[config.mk]
export PLATFORM = sky130hd
export DESIGN_NAME = dac_playback_ctrl
export DESIGN_NICKNAME = d
export VERILOG_FILES = /design/src/rtl/dac_playback_pkg.sv /design/src/rtl/sample_rate_tick.sv /design/src/rtl/dac_playback_ctrl.sv
export SDC_FILE = /design/constraint.sdc
export NUM_CORES = 1
export LEC_CHECK = 0
export ABC_CLOCK_PERIOD_IN_PS = 3950
export BUFFER_PORTS_ARGS = -buffer_cell sky130_fd_sc_hd__buf_2
export CORE_UTILIZATION = 51
export CTS_CLUSTER_SIZE = 30
export DETAILED_ROUTE_END_ITERATION = 7
export GPL_TIMING_DRIVEN = 0
export HOLD_SLACK_MARGIN = 0.08
export PLACE_DENSITY = 0.76
export SLEW_MARGIN = 20
export SYNTH_ARGS = -nofsm -noshare
export SYNTH_HDL_FRONTEND = slang
export SYNTH_HIERARCHICAL = 1
export SYNTH_SLANG_ARGS = --single-unit
[constraint.sdc]
create_clock -name clk -period 3.95 [get_ports clk]
set_input_delay 0.79 -clock clk [delete_from_list [all_inputs] [get_ports clk]]
set_output_delay 0.79 -clock clk [all_outputs]
set_load 0.01 [all_outputs]
[src/rtl/dac_playback_pkg.sv]
// Shared types and constants for the DAC playback controller.
package dac_playback_pkg;

  typedef enum logic [1:0] {
    ST_IDLE  = 2'd0,
    ST_PRIME = 2'd1,
    ST_RUN   = 2'd2
  } state_t;

  localparam logic [15:0] IDLE_CODE_DEFAULT = 16'h8000;

  localparam int unsigned FIFO_W   = 32;
  localparam int unsigned RATE_W   = 16;
  localparam int unsigned PERIOD_W = 17;
  localparam int unsigned COUNT_W  = 32;

  // Channel fields within a FIFO word
  localparam int unsigned CH1_MSB = 31;
  localparam int unsigned CH1_LSB = 16;
  localparam int unsigned CH2_MSB = 15;
  localparam int unsigned CH2_LSB = 0;

  // Sample period in clocks: max(div,1)+1
  function automatic logic [PERIOD_W-1:0] period_of(input logic [RATE_W-1:0] div);
    return (div == '0) ? PERIOD_W'(2) : PERIOD_W'(div) + PERIOD_W'(1);
  endfunction

endpackage

[src/rtl/sample_rate_tick.sv]
// Sample-rate divider: one tick every 'period' clocks; load forces an immediate tick.
module sample_rate_tick
  import dac_playback_pkg::*;
(
  input  logic                clk,
  input  logic                reset,
  input  logic [PERIOD_W-1:0] period,
  input  logic                load,
  output logic                tick
);

  logic [PERIOD_W-1:0] cnt_q;
  logic [PERIOD_W-1:0] last;

  assign last = period - PERIOD_W'(1);
  assign tick = (cnt_q == last);

  always_ff @(posedge clk) begin
    if (reset) begin
      cnt_q <= '0;
    end else if (load) begin
      cnt_q <= last;
    end else if (tick) begin
      cnt_q <= '0;
    end else begin
      cnt_q <= cnt_q + PERIOD_W'(1);
    end
  end

endmodule

[src/rtl/dac_playback_ctrl.sv]
// Streams FIFO words to a two-channel DAC at a programmable rate with one-word prefetch.
// Optional DAC_PLAYBACK_TEST_PATTERN_EN adds a ramp generator selected by test_pattern.
module dac_playback_ctrl
  import dac_playback_pkg::*;
#(
  parameter int unsigned       DATA_W    = 16,
  parameter logic [DATA_W-1:0] IDLE_CODE = DATA_W'(IDLE_CODE_DEFAULT)
) (
  input  logic                clk,
  input  logic                reset,
  input  logic                start,
  input  logic                stop,
  input  logic [RATE_W-1:0]   rate_div,
  input  logic [COUNT_W-1:0]  burst_len,
  input  logic [FIFO_W-1:0]   fifo_dout,
  input  logic                fifo_empty,
  output logic                fifo_rd_en,
  output logic [DATA_W-1:0]   dac_data_1,
  output logic [DATA_W-1:0]   dac_data_2,
  output logic                dac_valid,
  output logic                busy,
  output logic                done,
  output logic                underflow,
  output logic [COUNT_W-1:0]  samples_sent
`ifdef DAC_PLAYBACK_TEST_PATTERN_EN
  ,
  input  logic                test_pattern
`endif
);

  state_t              state_q, state_d;
  logic [FIFO_W-1:0]   pend_q;
  logic                pend_valid_q;
  logic                rd_pending_q;
  logic [COUNT_W-1:0]  burst_q;
  logic [PERIOD_W-1:0] period_q;
  logic                tp_q;

  logic                tick;
  logic                load;
  logic                start_go;
  logic                land;
  logic                run_tick;
  logic                emit;
  logic                last_sample;
  logic [FIFO_W-1:0]   word;

  assign start_go    = (state_q == ST_IDLE) && start && !stop;
  assign land        = rd_pending_q;
  assign run_tick    = (state_q == ST_RUN) && (state_d == ST_RUN) && tick;
  assign emit        = run_tick && (tp_q || pend_valid_q || land);
  assign word        = pend_valid_q ? pend_q : fifo_dout;
  assign last_sample = (burst_q != '0) && ((samples_sent + COUNT_W'(1)) == burst_q);
  assign busy        = (state_q != ST_IDLE);

  // Combinational so the strobe follows the live empty flag; one read in flight at most
  assign fifo_rd_en = (state_q != ST_IDLE) && (state_d != ST_IDLE) && !reset && !tp_q &&
                      !fifo_empty && !pend_valid_q && !rd_pending_q;

  sample_rate_tick u_tick (
    .clk    (clk),
    .reset  (reset),
    .period (period_q),
    .load   (load),
    .tick   (tick)
  );

  always_ff @(posedge clk) begin
    if (reset) begin
      state_q <= ST_IDLE;
    end else begin
      state_q <= state_d;
    end
  end

  always_comb begin
    state_d = state_q;
    load    = 1'b0;
    case (state_q)
      ST_IDLE: begin
        if (start_go) state_d = ST_PRIME;
      end
      ST_PRIME: begin
        if (stop) begin
          state_d = ST_IDLE;
        end else if (tp_q || land) begin
          state_d = ST_RUN;
          load    = 1'b1;
        end
      end
      ST_RUN: begin
        // done marks the cycle after the last sample was computed
        if (stop || done) state_d = ST_IDLE;
      end
      default: state_d = ST_IDLE;
    endcase
  end

`ifdef DAC_PLAYBACK_TEST_PATTERN_EN
  logic [DATA_W-1:0] ramp_q;

  always_ff @(posedge clk) begin
    if (reset) begin
      tp_q   <= 1'b0;
      ramp_q <= '0;
    end else if (start_go) begin
      tp_q   <= test_pattern;
      ramp_q <= '0;
    end else if (emit && tp_q) begin
      ramp_q <= ramp_q + DATA_W'(1);
    end
  end
`else
  assign tp_q = 1'b0;
`endif

  // Prefetch, output sample registers and status
  always_ff @(posedge clk) begin
    if (reset) begin
      pend_q       <= '0;
      pend_valid_q <= 1'b0;
      rd_pending_q <= 1'b0;
      burst_q      <= '0;
      period_q     <= PERIOD_W'(2);
      dac_data_1   <= IDLE_CODE;
      dac_data_2   <= IDLE_CODE;
      dac_valid    <= 1'b0;
      done         <= 1'b0;
      underflow    <= 1'b0;
      samples_sent <= '0;
    end else begin
      dac_valid <= 1'b0;
      done      <= 1'b0;
      if (start_go) begin
        burst_q      <= burst_len;
        period_q     <= period_of(rate_div);
        samples_sent <= '0;
        underflow    <= 1'b0;
      end
      if (state_d == ST_IDLE) begin
        dac_data_1   <= IDLE_CODE;
        dac_data_2   <= IDLE_CODE;
        pend_valid_q <= 1'b0;
        rd_pending_q <= 1'b0;
      end else begin
        rd_pending_q <= fifo_rd_en;
        if (emit) begin
          dac_valid    <= 1'b1;
          done         <= last_sample;
          samples_sent <= samples_sent + COUNT_W'(1);
          pend_valid_q <= 1'b0;
`ifdef DAC_PLAYBACK_TEST_PATTERN_EN
          if (tp_q) begin
            dac_data_1 <= ramp_q;
            dac_data_2 <= ~ramp_q;
          end else begin
            dac_data_1 <= DATA_W'(word[CH1_MSB:CH1_LSB]);
            dac_data_2 <= DATA_W'(word[CH2_MSB:CH2_LSB]);
          end
`else
          dac_data_1 <= DATA_W'(word[CH1_MSB:CH1_LSB]);
          dac_data_2 <= DATA_W'(word[CH2_MSB:CH2_LSB]);
`endif
        end else begin
          if (land) begin
            pend_q       <= fifo_dout;
            pend_valid_q <= 1'b1;
          end
          if (run_tick) underflow <= 1'b1;
        end
      end
    end
  end

endmodule

; ---- Word-level counts from Yosys, hierarchy flattened
; Index checks and enable logic that the tools add are counted.
[word_totals]
in_bits = 85
register_bits = 169
out_inout_bits = 69
elab_cells = 72
[op_classes]
mux = 20
addsub = 4
reduce_logical = 28
bitwise = 2
eq_ne = 5
[ops]
columns = cell, n
row1 = two-way mux 32 bit, 4
row2 = two-way mux 17 bit, 3
row3 = adder 32 x 1 -> 32 bit (second input constant), 1
row4 = == test 32 bit, 1
row5 = nonzero test 32 bit, 1
row6 = adder 16 x 1 -> 17 bit (second input constant), 1
row7 = adder 17 x 1 -> 17 bit (second input constant), 1
row8 = == test 17 bit, 1
row9 = subtractor 17 x 1 -> 17 bit (second input constant), 1
row10 = logical NOT 16 bit, 1
row11 = logical AND 1 bit, 11
row12 = two-way mux 1 bit, 8
row13 = two-way mux 2 bit, 4
row14 = case mux 2 bit (3 select lines), 1
row15 = OR reduction 3 bit, 2
row16 = logical NOT 1 bit, 5
row17 = == test 2 bit (second input constant), 2
row18 = logical NOT 2 bit, 2
row19 = nonzero test 2 bit, 2
row20 = AND reduction 3 bit, 1
row21 = == test 2 x 1 -> 1 bit (second input constant), 1
row22 = logical OR 1 bit, 2
row23 = inverter 1 bit, 2
row24 = OR reduction 2 bit, 1

; ---- Depth between registers and ports, before layout
[depth]
depth_word = 11
depth_mapped = 17
ltp_nobuf = 14

; ---- Cells and area by module
; The synthesis kept the hierarchy.
[modules_own_cells]
columns = mod, seq_area_each_um2, cells_per_inst, n_inst, area_each_um2
row1 = dac_playback_ctrl, 3042.9, 914, 1, 7325.8
row2 = sample_rate_tick, 340.3, 219, 1, 1696.6

; ---- Worst setup path before layout
; OpenSTA, ideal clock, no wires.
[synth_timing]
path_kind = reg-to-reg
startpoint = register period_q[4]
endpoint = register dac_data_1[0]
n_path_buf = 7
path_stages_with_launch = 17
setup_time_ps = 137
synth_period_minus_slack_ps = 4308
required_ps = 3813
t_arrival_ps = 4170
slack_ps = -358
path_cell_list = dfxtp_1 -> buf_6 -> or4_4 -> buf_6 -> or4_4 -> buf_6 -> nor2_4 -> o221a_1 -> nand4_1 -> nor4_4 -> buf_6 -> or3b_2 -> nor2_1 -> clkbuf_1 -> clkbuf_1 -> buf_1 -> a211oi_1
[synth_via]
elab_chain_len = 4
[synth_lines]
columns = element, line_no
row1 = start: declaration, dac_playback_ctrl.sv:36  ; logic [PERIOD_W-1:0] period_q;
row2 = start signal: assignment, dac_playback_ctrl.sv:136  ; period_q <= period_of(rate_div);
row3 = subtractor 17 x 1 -> 17 bit, sample_rate_tick.sv:15  ; assign last = period - PERIOD_W'(1);
row4 = == test 17 bit, sample_rate_tick.sv:16  ; assign tick = (cnt_q == last);
row5 = via tick, dac_playback_ctrl.sv:39  ; logic tick;
row6 = logical AND 1 bit, dac_playback_ctrl.sv:50  ; assign run_tick = (state_q == ST_RUN) && (state_d == ST_RUN) && tick;
row7 = logical AND 1 bit, dac_playback_ctrl.sv:51  ; assign emit = run_tick && (tp_q || pend_valid_q || land);
row8 = end signal: assignment, dac_playback_ctrl.sv:161  ; dac_data_1 <= DATA_W'(word[CH1_MSB:CH1_LSB]);
row9 = end: declaration, dac_playback_ctrl.sv:18  ; output logic [DATA_W-1:0] dac_data_1,
; The timed path passes the listed nets, and every way through them passes these cells.
; A chain may end at the register's enable or synchronous reset.

; ---- Worst setup path in the final report
[layout_timing]
startpoint = register period_q[5]
endpoint = register samples_sent[18]
[layout_via]
elab_chain_len = 6
[layout_lines]
columns = element, line_no
row1 = subtractor 17 x 1 -> 17 bit, sample_rate_tick.sv:15
row2 = == test 17 bit, sample_rate_tick.sv:16
row3 = via tick, dac_playback_ctrl.sv:39
row4 = logical AND 1 bit, dac_playback_ctrl.sv:50
row5 = logical AND 1 bit, dac_playback_ctrl.sv:51
row6 = two-way mux 32 bit, dac_playback_ctrl.sv:147  ; if (emit) begin
row7 = two-way mux 32 bit, dac_playback_ctrl.sv:140  ; if (state_d == ST_IDLE) begin
row8 = end signal: assignment, dac_playback_ctrl.sv:150  ; samples_sent <= samples_sent + COUNT_W'(1);
row9 = end: declaration, dac_playback_ctrl.sv:24  ; output logic [COUNT_W-1:0] samples_sent
; The timed path passes the listed nets, and every way through them passes these cells.

==> results.toml <==
[setup_path]
cp_max_fo = 7
timing.rr.end = "samples_sent[18]"
cp-start-kind = "register"
path_cells = "or4_4, or4_4, nor2_4, o221a_1, nand4_1, nor4_4, buf_6, or3b_4, nor2_4, buf_8, nand2_2, or4_4, a211oi_2"
endpoint_kind = "register"
crit_buf_inv = 2
worstSetupPathType = "register to register"
crit_path_max_incr_delay_ns = 0.59
rr_startpoint = "period_q[5]"
rr_worst_depth = 13
crit_family = "simple AND/OR/NAND/NOR gates"
worst_path_max_delay_cell = "or4_4"
cp.arrival_ns = 4.29
r2r_slack_ns = 0.02
cp_common_cell = "or4_4"
worst_ep_required_time_ns = 4.31

[grt]
antenna_found_initial = 1
grt_util_all_layers_pct = 28.0
grt_max_degree = 17
grt_overflow = 0
first_global_vias = 8111
grt_pass1_wl_mm = 40.2

[synth]
synth_fa_ha_area_share_pct = 0.804
synth_edf_count = 0
yosys_warnings = 6
synth_area_leader_cell = "dfxtp_1"
synthSimpleGateAreaFrac_pct = 26.3
synth-async-reset-ratio_pct = 0
synth_compound_area_share_pct = 16.6
synth.avg_cell_area_um2 = 7.96
synth_top_family_by_area = "simple AND/OR/NAND/NOR gates"
yosysUniqueCellTypes = 68
synth.area.top_cells = "dfxtp_1, nand2_1, xnor2_1"
ys.flop_type = "dfxtp_1"
synth_xor_xnor_area_share_pct = 10.1
synthesis.nets = 1223
synth_top_area_share_pct = 37.5
synthCells = 1133
syn-cell-area_mm2 = 0.00902
yosysSeqAreaShare_pct = 37.5
ys_ff_latch = 169
synthMuxAreaShare_pct = 4.13

[layout]
mostFrequentLayoutCells = "nand2_1, dfxtp_1, buf_2"
layout.cells.most_common = "nand2_1"
final_core_util_pct = 63.7
nets = 1412
final_area_mm2 = 0.0110
area_delta_synth_final_pct = 22.0
layout.cells.non_filler = 1561
drive_gt1_share_pct = 21.2

[timing]
setup_tns_ns = 0
fmax_mhz = 254
slew_headroom_pct = 47.3
period_needed_ns = 3.93
setup-violations-final = 0
clock_skew_ns = 0.00826
worst_pin_slew_ns = 0.790
finalMaxSlewViolations = 0
period_share_pct = 99.5
rsz0062_at_grt = "true"
hold_viol = 0

[clocking]
clk_latency_ns = 0.44
cts_inserted_buffers = 17
clk_pin_slew_worst_paths_ns = 0.07
clkSinkCount = 169
htreeDepth = 4
clock_path_buffers = 2
cts_tree = "done"
root_buffer = "clkbuf_16"
holdBufCountCts = 0

[routing]
top_layer_used = "met4"
drc = 0
dr_wl_met3_mm = 1.38
wl_met1_mm = 11.4
post_drt_via_cell_ratio = 5.75
ant_nets = 0
firstDrtPassIters = 5
wl_per_cell_um = 16.6
wirelength_mm = 25.9
dr.first_iter.drc_count = 640
wl_met2_mm = 12.5
vias = 8973

[pwr]
finalPower_mw = 3.89
peakVddDrop_uv = 327
p_leak_nw = 4.12
power_density_mw_per_mm2 = 353

[floorplanning]
ios = 154
start_util_pct = 52.2
die_area_mm2 = 0.0182
die_x_um = 135
core_area_mm2 = 0.0173
num_rows = 48
die-height_um = 135

[outcome]
outcome = "completed"

[placed_design]
placedInstanceArea_mm2 = 0.0101
routabilityCongestion = 0.929
dp_hpwl_mm = 18.6
place_inst = 1511
portBuffers = 153

[min_path]
hold_class = "register to register"
hold-path-endpoint = "pend_q[23]"
worst_hold_startpoint = "pend_q[23]"
whs_path_depth = 2

[flow_run]
cap_violations = 0
what timing repair did:
action,4_1_cts,5_1_grt
pin swaps,4,9
resized for setup,13,55
buffers inserted,10,10
setup endpoints to repair,98,89
layout make-up:
cell class | instances | area, µm²
Antenna cell | 1 | 2.50
Fill cell | 1562 | 6290
Inverter | 18 | 67.6
Clock inverter | 12 | 136
Multi-Input combinational cell | 865 | 5380
Clock buffer | 20 | 467
Buffer | 78 | 363
Sequential cell | 169 | 3400
Tap cell | 225 | 282
Timing Repair Buffer | 173 | 916
cells in the mapped netlist (3+ instances only):
cell / instances
a211oi_1: 38
a21oi_1: 105
a22oi_1: 16
a31oi_1: 5
and2_1: 3
and3_1: 17
and4_1: 5
buf_1: 7
buf_2: 4
buf_6: 5
clkbuf_1: 64
dfxtp_1: 169
ha_1: 5
inv_1: 18
mux2i_1: 35
nand2_1: 176
nand2b_1: 7
nand3_1: 34
nand3b_1: 18
nand4_1: 18
nor2_1: 100
nor2b_1: 4
nor3_1: 18
nor3b_1: 5
nor4_1: 23
nor4b_1: 4
o2111ai_1: 4
o21ai_0: 28
o22ai_1: 21
o31ai_1: 5
or2_2: 6
or3_1: 14
or3b_2: 3
or4_1: 7
or4_4: 3
xnor2_1: 69
xor2_1: 32
tightest hold or removal path, delay by kind of cell, from the launching register on:
family	cells	cell delay (ns)
and+or+nand+nor	1	0.05
AOI/OAI and AO/OA	1	0.05
DFF	1	0.31
routing by layer:
metal	track usage (%)	vias to the layer above
met4	11.7	0
met5	0	-
met2	46.0	278
li1	-	4379
met1	36.0	4253
met3	5.37	63
logic make-up after synthesis:
group / after synthesis
XOR/XNOR: 102
buffers and inverters: 99
AND/OR/NAND/NOR: 476
flip-flops: 169
adder cells (fa/ha/maj): 6
AO/OA/AOI/OAI: 244
multiplexers: 37
report_power, final:
part           switching, mW  internal (mW)  leakage, nW
Clock                  0.732          0.991        0.296
Combinational          0.222          0.172         2.45
Sequential            0.0388           1.73         1.37
state kept, by name, indices dropped and copies added (netlist names):
signal and cells:
period_q 17, dac_valid 1, u_tick/cnt_q 17, burst_q 32, pend_q 32, dac_data_2 16
done 1, samples_sent 32, pend_valid_q 1, state_q 2, underflow 1, dac_data_1 16
land 1
through the flow:
step | worst slack [ns] | hold slack (ns)
floorplan | -0.0776 | 0.436
global placement | -0.684 | 0.440
detailed placement | -0.727 | 0.446
CTS | 0.0153 | 0.457
global route | -0.133 | 0.473
finish | 0.0188 | 0.453
how the worst max path moves through the flow:
stage	start	to	depth (start not counted)	slack, ns
after global placement	period_q[0]	dac_data_1[8]	17	-0.68
final	period_q[5]	samples_sent[18]	13	0.02
after global routing	period_q[2]	samples_sent[18]	13	-0.13
after floorplan	period_q[5]	samples_sent[18]	15	-0.08
after CTS	period_q[4]	samples_sent[18]	14	0.02
after detailed placement	period_q[0]	dac_data_1[5]	17	-0.73
(Power assumes the default switching activity.)
